==> config.mk <==
export PLATFORM = sky130hd
export DESIGN_NAME = multicycle_sequencer
export DESIGN_NICKNAME = d
export VERILOG_FILES = /design/src/rtl/multicycle_sequencer.sv
export SDC_FILE = /design/constraint.sdc
export NUM_CORES = 1
export LEC_CHECK = 0
export ABC_CLOCK_PERIOD_IN_PS = 1700
export BUFFER_PORTS_ARGS = -buffer_cell sky130_fd_sc_hd__buf_2
export CORE_ASPECT_RATIO = 1.1
export CORE_MARGIN = 2
export CORE_UTILIZATION = 44
export CTS_CLUSTER_DIAMETER = 60
export DETAILED_ROUTE_END_ITERATION = 7
export PLACE_DENSITY_LB_ADDON = 0.12
export SYNTH_ARGS = -nofsm -noshare
export SYNTH_HDL_FRONTEND = slang
export SYNTH_SLANG_ARGS = --single-unit
==> constraint.sdc <==
create_clock -name clk -period 1.7 [get_ports clk]
set_input_delay 0.085 -clock clk [delete_from_list [all_inputs] [get_ports clk]]
set_output_delay 0.085 -clock clk [all_outputs]
set_load 0.05 [all_outputs]
==> src/rtl/multicycle_sequencer.sv <==
// multicycle_sequencer: KLP32 multi-cycle control sequencer.
// Steps each instruction through FETCH, DECODE, EXEC, optional MEM and WB.
// It runs the imem/dmem request/acknowledge handshakes. It converts the
// decoder's level outputs into single-cycle write strobes and counts retired
// instructions.
// Optional feature: define MSEQ_TRAP_EN so that an illegal opcode enters a
// sticky TRAP state. Without it, an illegal opcode retires as a NOP.
`timescale 1ns/1ps
module multicycle_sequencer #(
    parameter int unsigned n = 32
) (
    input  logic         clk,
    input  logic         rst_n,
    input  logic         run,
    output logic         imem_req,
    input  logic         imem_ack,
    input  logic [n-1:0] imem_rdata,
    output logic [n-1:0] instr,
    input  logic         RegWEn_in,
    input  logic         MemRw_in,
    input  logic         PCSel_in,
    output logic         dmem_req,
    output logic         dmem_we,
    input  logic         dmem_ack,
    output logic         reg_we,
    output logic         pc_we,
    output logic         pc_sel,
    output logic         retire,
    output logic [31:0]  instret,
    output logic         busy,
    output logic         trap
);
    localparam int unsigned OpW = 7;

    localparam logic [OpW-1:0] opAluR  = 7'b0110011;
    localparam logic [OpW-1:0] opAluI  = 7'b0010011;
    localparam logic [OpW-1:0] opStore = 7'b0100011;
    localparam logic [OpW-1:0] opBr    = 7'b1100011;
    localparam logic [OpW-1:0] opLoad  = 7'b0000011;
    localparam logic [OpW-1:0] opJal   = 7'b1101111;
    localparam logic [OpW-1:0] opJalr  = 7'b1100111;
    localparam logic [OpW-1:0] opLui   = 7'b0110111;
    localparam logic [OpW-1:0] opAuipc = 7'b0010111;

    typedef enum logic [2:0] {
        IDLE   = 3'd0,
        FETCH  = 3'd1,
        DECODE = 3'd2,
        EXEC   = 3'd3,
        MEM    = 3'd4,
        WB     = 3'd5,
        TRAP   = 3'd6
    } stateT;

    stateT          state;
    logic [OpW-1:0] opcode;
    logic           isLegal;
    logic           isMemOp;
    logic           isJump;

    // Opcode classification from the registered IR
    always_comb begin
        opcode  = instr[OpW-1:0];
        isLegal = opcode inside {opAluR, opAluI, opStore, opBr, opLoad,
                                 opJal, opJalr, opLui, opAuipc};
        isMemOp = (opcode == opLoad) || (opcode == opStore);
        isJump  = (opcode == opJal) || (opcode == opJalr);
    end

    // State, IR and retired-instruction counter
    always_ff @(posedge clk or negedge rst_n) begin
        if (!rst_n) begin
            state   <= IDLE;
            instr   <= '0;
            instret <= '0;
        end else begin
            if (retire) begin
                instret <= instret + 32'd1;
            end
            case (state)
                IDLE: begin
                    if (run) begin
                        state <= FETCH;
                    end
                end
                FETCH: begin
                    if (imem_ack) begin
                        instr <= imem_rdata;
                        state <= DECODE;
                    end
                end
                DECODE: begin
`ifdef MSEQ_TRAP_EN
                    state <= isLegal ? EXEC : TRAP;
`else
                    state <= EXEC;
`endif
                end
                EXEC: begin
                    state <= isMemOp ? MEM : WB;
                end
                MEM: begin
                    if (dmem_ack) begin
                        if (MemRw_in) begin
                            state <= run ? FETCH : IDLE;
                        end else begin
                            state <= WB;
                        end
                    end
                end
                WB: begin
                    state <= run ? FETCH : IDLE;
                end
                TRAP: begin
                    state <= TRAP;
                end
                default: begin
                    state <= IDLE;
                end
            endcase
        end
    end

    // Handshake requests and single-cycle strobes decoded from state and IR
    always_comb begin
        imem_req = 1'b0;
        dmem_req = 1'b0;
        dmem_we  = 1'b0;
        reg_we   = 1'b0;
        pc_we    = 1'b0;
        pc_sel   = 1'b0;
        retire   = 1'b0;
        trap     = 1'b0;
        busy     = (state != IDLE);
        case (state)
            FETCH: begin
                imem_req = 1'b1;
            end
            MEM: begin
                dmem_req = 1'b1;
                dmem_we  = MemRw_in;
                if (dmem_ack && MemRw_in) begin
                    pc_we  = 1'b1;
                    retire = 1'b1;
                end
            end
            WB: begin
                // An illegal opcode that reaches WB retires as a NOP
                reg_we = RegWEn_in && isLegal;
                pc_we  = 1'b1;
                pc_sel = isLegal && (PCSel_in || isJump);
                retire = 1'b1;
            end
`ifdef MSEQ_TRAP_EN
            TRAP: begin
                trap = 1'b1;
            end
`endif
            default: begin
            end
        endcase
    end

endmodule
* Word-level counts from Yosys, hierarchy flattened *
Cells that the tools add are included.

word-level totals
  register bits after elaboration = 67
  output and inout bits = 73
  logic and storage cells = 47

operators by class
  $add $sub $neg = 1
  eq/ne operators = 18
  mux-type cells = 14
  reductions and logical operators = 11

operators by type and width
  cell                                                                   count
  32-bit by 1-bit adder with 32-bit output, second input constant        1
  7-bit by 6-bit equality test with 1-bit output, second input constant  3
  7-bit equality test, second input constant                             3
  3-bit case mux with 7 select lines                                     1
  7-bit by 5-bit equality test with 1-bit output, second input constant  2
  3-bit two-way mux                                                      4
  3-bit equality test, second input constant                             3
  9-bit nonzero test                                                     1
  1-bit two-way mux                                                      8
  7-bit by 2-bit equality test with 1-bit output, second input constant  1
  3-bit by 2-bit equality test with 1-bit output, second input constant  2
  2-bit inequality test, second input constant                           3
  3-bit by 1-bit equality test with 1-bit output, second input constant  1
  1-bit logical AND                                                      3
  3-bit zero test                                                        1
  1-bit logical OR                                                       3
  3-bit AND reduction                                                    1
  3-bit nonzero test                                                     1
  1-bit case mux with 2 select lines                                     1
  2-bit AND reduction                                                    1

* Logic depth before layout (Yosys ltp) *
  depth in word-level cells = 5
  depth in mapped cells = 7
  mapped depth without buffers = 5

* Worst setup path after synthesis *
Ideal clock, no wire load.

  path type = reg2out
  start = register instr[4]
  end = output pc_sel
  arrival = 3.521 ns
  setup slack = -1.906 ns
  stages on the path, launching flop included = 5
  buffers on the path = 0
  cells stage by stage = dfrtp_1 -> nand2b_1 -> a21oi_1 -> o21bai_1 -> a2111oi_0

on the way
  longest elaborated chain between the ends = 5
  elaborated cells between the ends (all ways) = 14
  those cells by class = eq/ne (9); mux (1); reduce/logical (4)

ends and longest elaborated chain
  item                                                                        line  text
  from (decl)                                                                 18    output logic [n-1:0] instr,
  from (signal assigned)                                                      88    instr <= imem_rdata;
  parallel branches: the longest is 3 deep, another holds 9-bit nonzero test  -
  1-bit logical AND *                                                         151   pc_sel = isLegal && (PCSel_in || isJump);
  1-bit two-way mux *                                                         135   case (state)
  to (decl)                                                                   27    output logic pc_sel,

Mark *: on every way between the ends.

* Worst setup path in the final report *
Same ends and word-level chain as after synthesis.

==> results.cfg <==
[setup_path]
crit_start = instr[4]$_DFFE_PN0P_
path_depth = 5
crit_path_start_kind = flip-flop
crit-reg2reg-launch = instret[2]$_DFFE_PN0P_
path_buf_inv = 1
cp-endpoint = pc_sel
crit_required_ns = 1.62
worstReg2RegEnd = instret[23]$_DFFE_PN0P_
path_cells = nand2b_4 > a21oi_4 > o21bai_4 > a2111oi_4 > buf_6
crit_path_max_fanout = 4
critPathMaxStageDelay_ns = 0.42
reg2regPathDepth = 4
critical-path-top-delay-family = compound AO/OA/AOI/OAI gates
r2r_slack_ns = 0.04
cp-end-kind = output pin
crit_type = reg2out
slowest_stage = dfrtp_2
cp_data_arrival_time_ns = 1.70

[cts]
htree_levels = 3
cts_made_buffers = 9
cts_buffer_depth = 2
insertion_delay_ns = 0.33
clk_pin_slew_ns = 0.06
tritoncts = yes
cts.sinks = 67
clock-root-buffer = clkbuf_8

[pwr]
p_switching_mw = 3.62
ir_drop_mv = 1.33
switching_share_pct = 46.1
p_int_mw = 4.23
p_leak_nw = 2.27
combPwrFrac_pct = 52.8
p_seq_share_pct = 31.2
p_total_mw = 7.85
power_per_cell_area_nw_per_um2 = 1660
p_clk_share_pct = 15.9

[routing]
top_layer_used = met4
dr.pass1.iters = 4
dr_total_vias = 2578
vias_per_cell = 5.09
routed_wirelength_mm = 6.97
met2_length_mm = 3.52
first_iter_violations = 58
routedWlPerCell_um = 13.8
wl_met1_mm = 2.97
route.detailed.drc = 0
route.met3.wl_um = 359
ant_nets = 0

[grt]
grt_max_degree = 68
grt_usage_pct = 18.7
grt_pass1_vias = 2596
grt_pass1_wl_mm = 11.6
antenna_found_initial = 0
grt-ovfl-total = 0

[timing]
max_freq_ghz = 0.561
timing.setup.tns_ns = -0.150
min_period_over_period_pct = 105
rsz0062_at_grt = yes
finClkSkew_ns = 0.0104
finalHoldViolCount = 0
fin_ws_ns = -0.0825
period_minus_slack_ns = 1.78
setup_violations = 2
hold_ws_ns = 0.106
slew_violations = 0

[finish]
mostFrequentLayoutCells = 105 x buf_2, 44 x dfrtp_1, 33 x mux2_2, 33 x dlygate4sd3_1, 28 x buf_4
drive_above_1_share_pct = 55.9
diodes = 0
multi_input_comb_area_sq_um = 1520
final-seq-area_sq_um = 1710
n_fill_cell = 500
final_common_cell = buf_2
finish.utilization_pct = 71.0
final_nets = 460
syn2layout_area_growth_pct = 54.2

[logic_synthesis]
synth_top_family_by_area = simple AND/OR/NAND/NOR gates
yosysSeqAreaShare_pct = 54.6
synthTopCellsByArea = dfrtp_1 55%, mux2_2 12%, xnor2_1 4.6%
synthSimpleGateAreaFrac_pct = 17.5
synth-seq-cells = 67
synth_fa_ha_area_share_pct = 0.407
ys_types = 41
avgSynthCellArea_sq_um = 12.5
yosysWarningCount = 0
synthCells = 245
synthesis.area_sq_um = 3070
yosysTopAreaCell = dfrtp_1
synth-compound-area-share_pct = 2.97
synth_xor_xnor_area_share_pct = 9.13
muxShareOfSynthArea_pct = 12.4
synth_top_area_share_pct = 54.6
syn_nets = 286

[min_path]
min-delay-start = run
hold_class = in2reg

[floorplan]
core-area_sq_um = 6670
pin_count = 113
die-area_sq_um = 7660
die_h_um = 91.6
start_util_pct = 46.0
die_width_um = 83.7
rows = 31

[status]
violations = setup timing
outcome = finished with violations

[placed_design]
port_buffers = 111
place.detailed.hpwl_mm = 4.88
place_congestion = 0.757
preCtsSetupSlack_ns = -0.0354

[job]
drv_cap = 0
## power groups by stage
stage / Sequential [mW] / Clock, mW / Combinational [mW]
after floorplan: 4.06 / 0 / 1.36
after detailed placement: 2.46 / 0 / 3.92
final: 2.45 / 1.25 / 4.14
after global placement: 2.43 / 0 / 3.88
after CTS: 2.45 / 1.30 / 4.10
after global routing: 2.52 / 1.36 / 4.36
## how the worst min path moves through the flow
| stage | end | slack [ns] | depth (start not counted) |
|---|---|---|---|
| after floorplan | instr[0]$_DFFE_PN0P_ | -0.21 | 0 |
| after global placement | instr[10]$_DFFE_PN0P_ | 0.13 | 2 |
| after detailed placement | instr[10]$_DFFE_PN0P_ | 0.13 | 2 |
| after CTS | instr[4]$_DFFE_PN0P_ | 0.002 | 2 |
| after global routing | state[0]$_DFFE_PN0P_ | 0.17 | 3 |
| final | state[0]$_DFFE_PN0P_ | 0.11 | 3 |
## per-stage QoR
step,instances,instance area [sq um]
after global placement,449,4070
after detailed placement,449,4070
after floorplan,245,3310
after CTS,500,4650
after global routing,506,4730
final,506,4730
## metal layers
layer  vias to the layer above  global-route usage, %
li1                       1225                      -
met1                      1271                   23.0
met2                        72                   31.8
met3                        10                   4.05
met4                         0                   7.66
met5                         -                      0
## registers in the layout (all words and copies together), names as in the netlist
signal / cells
instr: 32
state: 3
instret: 32
## what timing repair did
action | in CTS | in global routing
hold endpoints to repair | 98 | 1
hold buffers | 32 | 1
endpoints found under the setup margin | 7 | 20
buffers inserted | 3 | 5
pin swaps | 4 | 2
resized for setup | 11 | 10
## kinds of logic after synthesis
kind of cell,count (synthesis)
xor gates and xnor gates,32
buffers and inverters,17
AOI/OAI and AO/OA,13
other,1
DFF,67
muxes,34
and+or+nand+nor,80
adders and majority gates,1
## synth_stat cells (all sizes together)
cell and instances:
o21ai 1, and3 4, xor2 16, dfrtp 67
a22o 1, a21oi 4, o22ai 1, mux2i 1
nor2b 2, nor3 8, nand2 9, nand4 9
nor2 5, clkbuf 3, o21bai 1, or3 1
ha 1, nand2b 2, nand4b 4, xnor2 16
o31ai 1, buf 9, o21a 1, nand3 15
nor4 7, or4 3, a21o 1, inv 5
conb 1, a2111oi 2, mux2 33, and4 6
and2 5
## tightest hold or removal path, delay by kind of cell
family / cells / cell delay (ns)
compound gates: 2 / 0.19
buf+inv: 1 / 0.11
## area by class of cell
cell class | instances | area share [%]
sequential | 67 | 36.0
inverter | 5 | 0.396
tap | 82 | 2.17
timing repair buffer | 175 | 25.4
clock inverter | 2 | 0.740
multi-input combinational | 161 | 32.1
clock buffer | 14 | 3.22
(Power assumes the default switching activity.)
